[src/rtl/rs_issue_queue_if.sv]
// Dispatch, wakeup, arbiter and issue signals of the 4-entry reservation station.
// master drives the queue inputs; slave is the queue itself.
interface rs_issue_queue_if;
  logic        dispatch_valid_IN;
  logic        dispatch_ready_OUT;
  logic [31:0] dispatch_payload_IN;
  logic [5:0]  dispatch_src1_tag_IN;
  logic [5:0]  dispatch_src2_tag_IN;
  logic        dispatch_src1_rdy_IN;
  logic        dispatch_src2_rdy_IN;
  logic        cdb_valid_IN;
  logic [5:0]  cdb_tag_IN;
  logic [3:0]  requests_OUT;
  logic [3:0]  grants_IN;
  logic        flush_IN;
  logic        issue_valid_OUT;
  logic [31:0] issue_payload_OUT;
  logic [1:0]  issue_slot_OUT;
  logic [2:0]  occupancy_OUT;

  modport master (
    output dispatch_valid_IN, dispatch_payload_IN, dispatch_src1_tag_IN, dispatch_src2_tag_IN,
           dispatch_src1_rdy_IN, dispatch_src2_rdy_IN, cdb_valid_IN, cdb_tag_IN, grants_IN, flush_IN,
    input  dispatch_ready_OUT, requests_OUT, issue_valid_OUT, issue_payload_OUT, issue_slot_OUT,
           occupancy_OUT
  );

  modport slave (
    input  dispatch_valid_IN, dispatch_payload_IN, dispatch_src1_tag_IN, dispatch_src2_tag_IN,
           dispatch_src1_rdy_IN, dispatch_src2_rdy_IN, cdb_valid_IN, cdb_tag_IN, grants_IN, flush_IN,
    output dispatch_ready_OUT, requests_OUT, issue_valid_OUT, issue_payload_OUT, issue_slot_OUT,
           occupancy_OUT
  );
endinterface

[src/rtl/rs_issue_queue.sv]
// 4-entry reservation station: CDB wakeup, request/grant issue, flush.
// Issue is registered 1 cycle after grant; dispatch stalls while all entries are valid or flushing.
module rs_issue_queue (
  input  logic            clk_IN,
  input  logic            rst_n_IN,
  rs_issue_queue_if.slave bus
);
  typedef struct packed {
    logic [31:0] payload;
    logic [5:0]  src1_tag;
    logic [5:0]  src2_tag;
    logic        src1_rdy;
    logic        src2_rdy;
  } entry_t;

  entry_t [3:0] ent_q, ent_d;
  logic [3:0]   valid_q, valid_d;
  logic         issue_valid_q, issue_valid_d;
  logic [31:0]  issue_payload_q, issue_payload_d;
  logic [1:0]   issue_slot_q, issue_slot_d;
  logic [2:0]   occ_q, occ_d;

  logic [3:0] req;
  logic [3:0] hon;
  logic [1:0] free_idx;
  logic [1:0] iss_idx;
  logic       dispatch_ready;
  logic       accept;

  function automatic logic cdb_hit(input logic [5:0] tag);
    return bus.cdb_valid_IN && (bus.cdb_tag_IN == tag);
  endfunction

  always_comb begin
    for (int i = 0; i < 4; i++) begin
      req[i] = valid_q[i] & ent_q[i].src1_rdy & ent_q[i].src2_rdy;
    end
  end

  assign dispatch_ready = ~(&valid_q) & ~bus.flush_IN;
  assign accept         = bus.dispatch_valid_IN & dispatch_ready;
  assign hon            = req & bus.grants_IN;

  // Descending scan so the lowest matching index is the one that sticks.
  always_comb begin
    free_idx = 2'd0;
    iss_idx  = 2'd0;
    for (int i = 3; i >= 0; i--) begin
      if (!valid_q[i]) free_idx = 2'(i);
      if (hon[i])      iss_idx  = 2'(i);
    end
  end

  always_comb begin
    valid_d         = valid_q;
    ent_d           = ent_q;
    issue_valid_d   = 1'b0;
    issue_payload_d = issue_payload_q;
    issue_slot_d    = issue_slot_q;
    if (bus.flush_IN) begin
      valid_d = '0;
      ent_d   = '0;
    end else begin
      for (int i = 0; i < 4; i++) begin
        if (valid_q[i] && cdb_hit(ent_q[i].src1_tag)) ent_d[i].src1_rdy = 1'b1;
        if (valid_q[i] && cdb_hit(ent_q[i].src2_tag)) ent_d[i].src2_rdy = 1'b1;
      end
      if (|hon) begin
        valid_d[iss_idx]          = 1'b0;
        ent_d[iss_idx].src1_rdy   = 1'b0;
        ent_d[iss_idx].src2_rdy   = 1'b0;
        issue_valid_d             = 1'b1;
        issue_payload_d           = ent_q[iss_idx].payload;
        issue_slot_d              = iss_idx;
      end
      // free_idx was invalid at cycle start, so it never collides with the issued slot.
      if (accept) begin
        valid_d[free_idx]          = 1'b1;
        ent_d[free_idx].payload    = bus.dispatch_payload_IN;
        ent_d[free_idx].src1_tag   = bus.dispatch_src1_tag_IN;
        ent_d[free_idx].src2_tag   = bus.dispatch_src2_tag_IN;
        ent_d[free_idx].src1_rdy   = bus.dispatch_src1_rdy_IN | cdb_hit(bus.dispatch_src1_tag_IN);
        ent_d[free_idx].src2_rdy   = bus.dispatch_src2_rdy_IN | cdb_hit(bus.dispatch_src2_tag_IN);
      end
    end
    occ_d = 3'd0;
    for (int i = 0; i < 4; i++) begin
      occ_d = occ_d + {2'b00, valid_d[i]};
    end
  end

  always_ff @(posedge clk_IN or negedge rst_n_IN) begin
    if (!rst_n_IN) begin
      ent_q           <= '0;
      valid_q         <= '0;
      issue_valid_q   <= 1'b0;
      issue_payload_q <= '0;
      issue_slot_q    <= '0;
      occ_q           <= '0;
    end else begin
      ent_q           <= ent_d;
      valid_q         <= valid_d;
      issue_valid_q   <= issue_valid_d;
      issue_payload_q <= issue_payload_d;
      issue_slot_q    <= issue_slot_d;
      occ_q           <= occ_d;
    end
  end

  assign bus.dispatch_ready_OUT = dispatch_ready;
  assign bus.requests_OUT       = req;
  assign bus.issue_valid_OUT    = issue_valid_q;
  assign bus.issue_payload_OUT  = issue_payload_q;
  assign bus.issue_slot_OUT     = issue_slot_q;
  assign bus.occupancy_OUT      = occ_q;
endmodule
[src/flat_wrapper.sv]
// flat-port wrapper written by rule: the top's interface ports become plain ports
module rs_issue_queue_flat 
  (clk_IN, rst_n_IN, bus_dispatch_valid_IN, bus_dispatch_payload_IN, bus_dispatch_src1_tag_IN, bus_dispatch_src2_tag_IN, bus_dispatch_src1_rdy_IN, bus_dispatch_src2_rdy_IN, bus_cdb_valid_IN, bus_cdb_tag_IN, bus_grants_IN, bus_flush_IN, bus_dispatch_ready_OUT, bus_requests_OUT, bus_issue_valid_OUT, bus_issue_payload_OUT, bus_issue_slot_OUT, bus_occupancy_OUT);
  rs_issue_queue_if bus_i ();
  input  logic clk_IN;
  input  logic rst_n_IN;
  input wire logic [$bits(bus_i.dispatch_valid_IN)-1:0] bus_dispatch_valid_IN;
  input wire logic [$bits(bus_i.dispatch_payload_IN)-1:0] bus_dispatch_payload_IN;
  input wire logic [$bits(bus_i.dispatch_src1_tag_IN)-1:0] bus_dispatch_src1_tag_IN;
  input wire logic [$bits(bus_i.dispatch_src2_tag_IN)-1:0] bus_dispatch_src2_tag_IN;
  input wire logic [$bits(bus_i.dispatch_src1_rdy_IN)-1:0] bus_dispatch_src1_rdy_IN;
  input wire logic [$bits(bus_i.dispatch_src2_rdy_IN)-1:0] bus_dispatch_src2_rdy_IN;
  input wire logic [$bits(bus_i.cdb_valid_IN)-1:0] bus_cdb_valid_IN;
  input wire logic [$bits(bus_i.cdb_tag_IN)-1:0] bus_cdb_tag_IN;
  input wire logic [$bits(bus_i.grants_IN)-1:0] bus_grants_IN;
  input wire logic [$bits(bus_i.flush_IN)-1:0] bus_flush_IN;
  output wire logic [$bits(bus_i.dispatch_ready_OUT)-1:0] bus_dispatch_ready_OUT;
  output wire logic [$bits(bus_i.requests_OUT)-1:0] bus_requests_OUT;
  output wire logic [$bits(bus_i.issue_valid_OUT)-1:0] bus_issue_valid_OUT;
  output wire logic [$bits(bus_i.issue_payload_OUT)-1:0] bus_issue_payload_OUT;
  output wire logic [$bits(bus_i.issue_slot_OUT)-1:0] bus_issue_slot_OUT;
  output wire logic [$bits(bus_i.occupancy_OUT)-1:0] bus_occupancy_OUT;
  assign bus_i.dispatch_valid_IN = bus_dispatch_valid_IN;
  assign bus_i.dispatch_payload_IN = bus_dispatch_payload_IN;
  assign bus_i.dispatch_src1_tag_IN = bus_dispatch_src1_tag_IN;
  assign bus_i.dispatch_src2_tag_IN = bus_dispatch_src2_tag_IN;
  assign bus_i.dispatch_src1_rdy_IN = bus_dispatch_src1_rdy_IN;
  assign bus_i.dispatch_src2_rdy_IN = bus_dispatch_src2_rdy_IN;
  assign bus_i.cdb_valid_IN = bus_cdb_valid_IN;
  assign bus_i.cdb_tag_IN = bus_cdb_tag_IN;
  assign bus_i.grants_IN = bus_grants_IN;
  assign bus_i.flush_IN = bus_flush_IN;
  assign bus_dispatch_ready_OUT = bus_i.dispatch_ready_OUT;
  assign bus_requests_OUT = bus_i.requests_OUT;
  assign bus_issue_valid_OUT = bus_i.issue_valid_OUT;
  assign bus_issue_payload_OUT = bus_i.issue_payload_OUT;
  assign bus_issue_slot_OUT = bus_i.issue_slot_OUT;
  assign bus_occupancy_OUT = bus_i.occupancy_OUT;
  rs_issue_queue u_core (.clk_IN(clk_IN), .rst_n_IN(rst_n_IN), .bus(bus_i));
endmodule
[config.mk]
export PLATFORM = sky130hd
export DESIGN_NAME = rs_issue_queue_flat
export DESIGN_NICKNAME = d
export VERILOG_FILES = /design/src/rtl/rs_issue_queue_if.sv /design/src/rtl/rs_issue_queue.sv /design/src/flat_wrapper.sv
export SDC_FILE = /design/constraint.sdc
export NUM_CORES = 1
export LEC_CHECK = 0
export ABC_AREA = 1
export BUFFER_PORTS_ARGS = -buffer_cell sky130_fd_sc_hd__buf_2
export CAP_MARGIN = 20
export CELL_PAD_IN_SITES_DETAIL_PLACEMENT = 1
export CELL_PAD_IN_SITES_GLOBAL_PLACEMENT = 1
export CORE_MARGIN = 2
export CORE_UTILIZATION = 42
export CTS_BUF_LIST = sky130_fd_sc_hd__clkbuf_2
export CTS_CLUSTER_SIZE = 40
export DETAILED_ROUTE_END_ITERATION = 7
export PLACE_DENSITY = 0.8
export SLEW_MARGIN = 20
export SYNTH_ARGS = -nofsm -noshare
export SYNTH_HDL_FRONTEND = slang
export SYNTH_SLANG_ARGS = --single-unit
[constraint.sdc]
create_clock -name clk_IN -period 2.2 [get_ports clk_IN]
set_input_delay 0.33 -clock clk_IN [delete_from_list [all_inputs] [get_ports clk_IN]]
set_output_delay 0.33 -clock clk_IN [all_outputs]
set_load 0.05 [all_outputs]
==> results of run 1 <==
critical path, stage by stage (launching register included):
cell     delay (ps)
dfrtp_2         440
nand3_1         160
nor2_4          170
nand2_1         120
nand2_1          90
a21oi_1         100
ha_1            340
fa_2            340
ha_2            270
per-stage QoR:
stage                     cell area [sq um]  util, %  total power, mW  setup TNS, ps  setup WS [ps]
after floorplan                       10960        -            4.963         -540.7         -258.8
after global placement                11900    46.98            5.354              0          105.7
after detailed placement              11900    46.98            5.380              0          2.671
after CTS                             12970    51.23            8.353              0          3.706
after global routing                  13030    51.46            8.690         -88.90         -64.72
final                                 13030    51.46            8.303              0          28.96
cells by family (layout without fill, tap and decap cells):
kind of cell / after synthesis / in the layout / share of synthesized area, %
adders and majority gates: 3 / 3 / 0.4130
AOI/OAI and AO/OA: 246 / 246 / 12.88
and+or+nand+nor: 599 / 599 / 23.86
buffers and inverters: 249 / 469 / 9.614
xor gates and xnor gates: 17 / 17 / 1.365
other: 0 / 1 / 0
DFF: 226 / 226 / 51.86
state kept, by name, indices dropped and copies added, names as in the netlist:
name and count:
u_core.bus.issue_payload_OUT 32, u_core.ent_q 184, u_core.bus.issue_valid_OUT 1, u_core.bus.issue_slot_OUT 2, u_core.bus.occupancy_OUT 3, u_core.valid_q 4
synth_stat cells:
library cell and instances:
o21ai_1 67, buf_4 5, ha_1 2, nand3_1 124
clkbuf_1 27, buf_1 4, a21oi_1 45, nand2_4 1
o22ai_1 70, xor2_1 13, inv_2 4, nor2_2 6
nand3_2 3, nor2_1 135, fa_1 1, nand2_1 279
inv_1 156, dfrtp_1 226, clkinv_1 2, buf_2 45
o21a_1 1, xnor2_1 4, buf_6 5, o21ai_0 50
o22ai_2 10, nor2_4 5, nor3_1 1, nand4_1 39
clkinv_2 1, o21ai_2 1, nand2_2 5, nand4_2 1
o211ai_1 2
where the power goes:
| part | leakage, nW | internal, mW | switching, mW |
|---|---|---|---|
| clock network | 0.395 | 1.14 | 1.78 |
| registers | 3.07 | 4.26 | 0.0581 |
| logic | 2.68 | 0.321 | 0.747 |
| total | 6.15 | 5.72 | 2.59 |
layout make-up:
class                           instances  area, sq um  share of cell area (%)
Antenna cell                            1        2.502                 0.01920
Clock buffer                           84        420.4                   3.225
Clock inverter                         18        95.09                  0.7296
Inverter                              163        613.1                   4.704
Multi-Input combinational cell        865         4268                   32.74
Sequential cell                       226         5658                   43.41
Tap cell                              330        412.9                   3.168
Timing Repair Buffer                  204         1564                   12.00
repair_timing:
item,CTS,global route
setup buffers,0,3
endpoints found under the setup margin,5,4
hold endpoints to repair,414,2
hold buffers,53,1
gates resized for setup,11,6
pin swaps,0,2
layer usage:
layer | routed length [um] | track usage (%) | share of wire (%)
met5 | 0 | 0 | 0
met4 | 1052 | 9.802 | 2.8
met3 | 2260 | 5.145 | 6.0
met2 | 18180 | 47.44 | 48
met1 | 16200 | 37.97 | 43
cell usage in the layout (no fill, tap or decap), types with 3 or more instances in the layout:
master,n
buf_4,37
buf_12,9
dlygate4sd3_1,54
xnor2_1,4
a21oi_1,44
nand2_1,277
nand2_2,5
nand3_1,124
inv_1,153
o22ai_2,10
clkinv_1,17
xor2_1,13
inv_2,8
buf_2,98
dfrtp_1,224
nand2_4,3
o22ai_1,70
nor2_1,134
buf_8,3
o21ai_1,67
nor2_4,10
nand4_1,39
o21ai_0,50
clkbuf_2,84
final timing paths:
| path | from | end | slack [ps] |
|---|---|---|---|
| max | u_core.valid_q[1] | u_core.bus.occupancy_OUT[1] | 30 |
| min | bus_grants_IN[3] | u_core.valid_q[3] | 170 |
| max reg2reg | u_core.valid_q[1] | u_core.bus.occupancy_OUT[1] | 30 |
| min reg2reg | u_core.ent_q[121] | u_core.ent_q[121] | 490 |
| max in group asynchronous | rst_n_IN | u_core.ent_q[90] | 920 |
| min in group asynchronous | rst_n_IN | u_core.ent_q[61] | 520 |
==> summary.md, run 1 <==
| Metric | Value |
|---|---|
| Status | finished, final reports clean |
| Worst slew margin relative to its limit | a little over half |
| Fin crit period | 2171 ps |
| Crit path max fanout | 5 |
| Critical Path Sink Type | register |
| Drc violations | 0 |
| Htree depth | 2 |
| Finished Layout Cells | 1891 |
| R2R cell count | 8 |
| Yosys reg bits | roughly 230 |
| Crit start category | register |
| Area grow syn2layout | 19.52% |
| GRT overflow | 0 |
| Largest net degree at the start of global routing | 66 |
| Drt wl/cell | 19.93 um |
| Worst VDD drop | between 200 and 300 uV |
| Die height | 165.1 um |
| Total number of vias | 10420 |
| Final ANT Viol Nets | 0 |
| Die Wd | 165.1 um |
| MaxCap Viol Count | 0 |
| Top post-synthesis cells by area | dfrtp_1 52%, nand2_1 9.6%, nand3_1 5.7% |
| Dpl cells | 1731 |
| Final setup vio count | 0 |
| Worst-Margin Slew | 675.2 ps |
| WP data required | 2920 ps |
| Overall Global Routing Usage | between 20 and 30% |
| CTS Buffer Depth | 3 |
| Placer's final routability congestion estimate | 0.8362 |
| Die area | 0.02727 sq mm |
| Cell row count | 58 |
| Effective utilization at floorplan | 43.06% |
| Count of cell types in the netlist | 33 |
| Synthesized area | 0.01091 sq mm |
| Hold path cells | 6 |
| Worst-path clk slew | approximately 100 ps |
| Slew Limit Fails | 0 |
| CTS tree | yes |
| Final setup skew | ~90 ps |
| Share of layout cells above drive strength 1 | 18.27% |
| Total CTS buffers | 59 |
| Vias per cell | 5.508 |
| Final WL | 37690 um |
| First-pass GRT wire length | between 60000 and 70000 um |
| WHS | 174.2 ps |
| Final period utilization | 98.68% |
| Clk_lat worst skew | 900 ps |
| Achievable Freq | 460.6 MHz |
| Number of global-route vias before repair | 11360 |
| Yosys top cell area share | 51.86% |
| Mean cell area of the mapped netlist | 8.138 sq um |
| Register area share after synthesis | 51.86% |
| Synthesized net count | 1404 |
| YS warnings | 0 |
| Fill cells | about 3100 |
| First DRT Iteration DRCs | 695 |
| # IOs | 104 |
| Cells after Synth | 1340 |
| Initial antenna violation count | 1 |
| Final HPWL DP | 22880 um |
| Root buffer cell | clkbuf_2 |
| Fin nets | 1583 |
| RSZ-0062 raised after global routing | yes |
| Arr. time, crit path | 2890 ps |
| PortBufs | between 100 and 150 |
| Final hold vios | 0 |
| Post-synth top area cell | dfrtp_1 |
| Cell Pwr Density | approximately 640 mW/mm^2 |
| Core box area | 0.02533 sq mm |
| Leakage | a little over 6 nW |
| Hold Crit Class | in -> reg |
| Clk sinks | 226 |
| First-pass detailed-route iteration total | 5 |
| WS Path Type | reg -> reg |
Power figures use the tool's default switching activity.
==> run 2: changes to the inputs <==
Settings changed: CORE_ASPECT_RATIO set to 0.5.
==> run 2 against run 1 <==
Compared with the run above:
- the run now ends with setup timing left
- clock skew down 21 ps
- clock-buffer cell count shrank 5
- largest cell class unchanged
- critical path type unchanged
- sequential power is essentially flat
- die area grew 0.29%
- critical path depth is 2 higher
- combinational power about the same
- worst setup slack got worse by 41 ps
- routed wire length grew 3.8%
- sequential share of layout area down 0.070 points
- maximum frequency decreased by 1.9%
- critical endpoint unchanged
- final area is 0.16% higher
- sequential cell count is the same
==> summary.md, run 2 (synthesized netlist as in run 1, its figures left out) <==
| Metric | Value |
|---|---|
| Status | finished with violations |
| Failing checks | setup timing |
| Area grow syn2layout | 19.71% |
| Crit-path cells | nand2_4 -> nor2_4 -> nor2_4 -> nand2_2 -> nor2_4 -> inv_2 -> a21oi_4 -> ha_1 -> fa_2 -> ha_2 |
| Hold path start | bus_cdb_tag_IN[1] |
| Worst r2r src | u_core.valid_q[1] |
| CTS tree | yes |
| Slew Limit Fails | 0 |
| Terminus of the critical flop-to-flop path | u_core.bus.occupancy_OUT[1] |
| Clk_lat worst skew | approximately 930 ps |
| # IOs | roughly 100 |
| Critical Path Stages | 10 |
| Cell row count | 41 |
| Critical Path Most Common Cell | nor2_4 |
| Final period utilization | 100.6% |
| Power Total | 8.191 mW |
| Achievable Freq | 452.0 MHz |
| Fill cells | 3183 |
| R2R cell count | 10 |
| Core box area | 0.02534 sq mm |
| Vias per cell | 5.549 |
| Drc violations | 0 |
| Final worst slack | -12.20 ps |
| Largest net degree at the start of global routing | 66 |
| Hold path endpoint | u_core.ent_q[92] |
| PortBufs | 103 |
| GRT overflow | 0 |
| CP delay by family, top | adder cells |
| Hold path cells | 6 |
| Drt wl/cell | 20.54 um |
| Arr. time, crit path | 3020 ps |
| Final ANT Viol Nets | 0 |
| First-pass GRT wire length | approximately 62000 um |
| Fin crit period | roughly 2200 ps |
| Critical Path Sink Type | register |
| Final HPWL DP | about 23000 um |
| Most frequent cells in the layout | 276 x nand2_1, 224 x dfrtp_1, 154 x inv_1, 134 x nor2_1, 123 x nand3_1 |
| Effective utilization at floorplan | roughly 43% |
| Sequential Area | 0.005658 sq mm |
| Die Wd | 231.9 um |
| WP buf/inv | 1 |
| Max FFs per register | 184 |
| Crit start category | register |
| Die area | 0.02735 sq mm |
| Clock Power Share | 34.1% |
| Pint | about 5.5 mW |
| Worst-Margin Slew | 725.4 ps |
| Total CTS buffers | 54 |
| Root buffer cell | clkbuf_2 |
| Power share of the sequential group | 52.7% |
| Multi-input gate area | 0.004270 sq mm |
| Top reg by flops | u_core.ent_q |
| Final WL | slightly below 40000 um |
| Worst path slowest cell | dfrtp_2 |
| Worst stage delay on the critical path | 470 ps |
| Number of global-route vias before repair | 11530 |
| CTS Buffer Depth | 3 |
| RSZ-0062 raised after global routing | yes |
| Crit path max fanout | 4 |
| Psw | 2.643 mW |
| Overall Global Routing Usage | 29.07% |
| Final hold vios | 0 |
| Leakage | 6.132 nW |
| Sw Share | roughly a third |
| Final setup skew | 67.73 ps |
| Total number of vias | 10570 |
| Placer's final routability congestion estimate | 0.9028 |
| Worst slew margin relative to its limit | 51.64% |
| MaxCap Viol Count | 0 |
| Worst-path clk slew | between 100 and 150 ps |
| Clk sinks | 226 |
| Hold Crit Class | in -> reg |
| WS Path Type | reg -> reg |
| Leading cell type in the layout, fill and taps excluded | nand2_1 |
| First DRT Iteration DRCs | 584 |
| First-pass detailed-route iteration total | 6 |
| Die height | 117.9 um |
| Final TNS setup | -12.20 ps |
| Share of layout cells above drive strength 1 | 18.09% |
| Worst VDD drop | 250.2 uV |
| Cell Pwr Density | 627.4 mW/mm^2 |
| Pre-CTS WS | -9.457 ps |
| Htree depth | 2 |
| Post-layout util | 51.52% |
| Initial antenna violation count | 2 |
| FF-to-FF setup slack | -10 ps |
| Fin nets | 1582 |
| Final setup vio count | 1 |
| WP data required | 3000 ps |
| Comb pwr share | roughly an eighth |
[run 2: cell count changes in the layout (fill, tap and decap cells not counted), sizes merged]
cell and delta:
diode +1, clkinvlp +1, clkbuf -6, bufinv -1, buf +1, dlygate4sd3 +4
[run 2: metrics by stage]
step	hold slack [ps]	std cells	cell area, sq um
6_report	150.8	1905	13060
5_1_grt	137.5	1905	13060
4_1_cts	77.04	1900	12990
3_5_place_dp	325.1	1745	11900
3_3_place_gp	327.6	1745	11900
2_1_floorplan	34.41	1340	10960
[run 2: power by group through the flow]
stage | clock, mW | sequential (mW) | combinational, mW
5_1_grt | 3.06 | 4.33 | 1.17
3_3_place_gp | 0 | 4.39 | 0.953
6_report | 2.79 | 4.32 | 1.08
4_1_cts | 2.84 | 4.32 | 1.06
2_1_floorplan | 0 | 4.55 | 0.412
3_5_place_dp | 0 | 4.40 | 0.979
[run 2: worst max path at each step]
stage | slack (ps) | start | end
3_5_place_dp | -9 | u_core.valid_q[0] | u_core.bus.occupancy_OUT[1]
3_3_place_gp | 110 | u_core.valid_q[0] | u_core.bus.occupancy_OUT[1]
5_1_grt | -80 | u_core.valid_q[0] | u_core.bus.occupancy_OUT[1]
6_report | -10 | u_core.valid_q[1] | u_core.bus.occupancy_OUT[1]
4_1_cts | 10 | u_core.valid_q[3] | bus_requests_OUT[3]
2_1_floorplan | -260 | u_core.valid_q[2] | u_core.bus.occupancy_OUT[1]
[run 2: cell type report]
| class | count | share of cell area [%] |
|---|---|---|
| clock buffer | 79 | 3.029 |
| tap | 344 | 3.297 |
| antenna | 2 | 0.03834 |
| inverter | 163 | 4.696 |
| multi-input combinational | 865 | 32.71 |
| timing repair buffer | 208 | 12.33 |
| clock inverter | 18 | 0.5655 |
| sequential | 226 | 43.34 |
[run 2: tightest hold or removal path, stage by stage]
cell	delay (ps)
buf_2	180
xnor2_1	150
nand3_1	70
nor2_1	50
o21ai_0	140
a21oi_1	60
[run 2: repair_timing]
item | in CTS | in global routing
setup endpoints to repair | 6 | 5
hold buffers | 58 | 0
endpoints found under the hold margin | 415 | 0
pin swaps | 1 | 1
resized for setup | 14 | 8
buffers inserted | 0 | 3
[run 2: layer usage]
| metal | share of wire, % | wire length, um | global-route usage (%) |
|---|---|---|---|
| met5 | 0 | 0 | 0 |
| met4 | 3.3 | 1296 | 12.66 |
| met3 | 5.4 | 2100 | 4.821 |
| met2 | 48 | 18770 | 47.97 |
| met1 | 43 | 16970 | 37.79 |
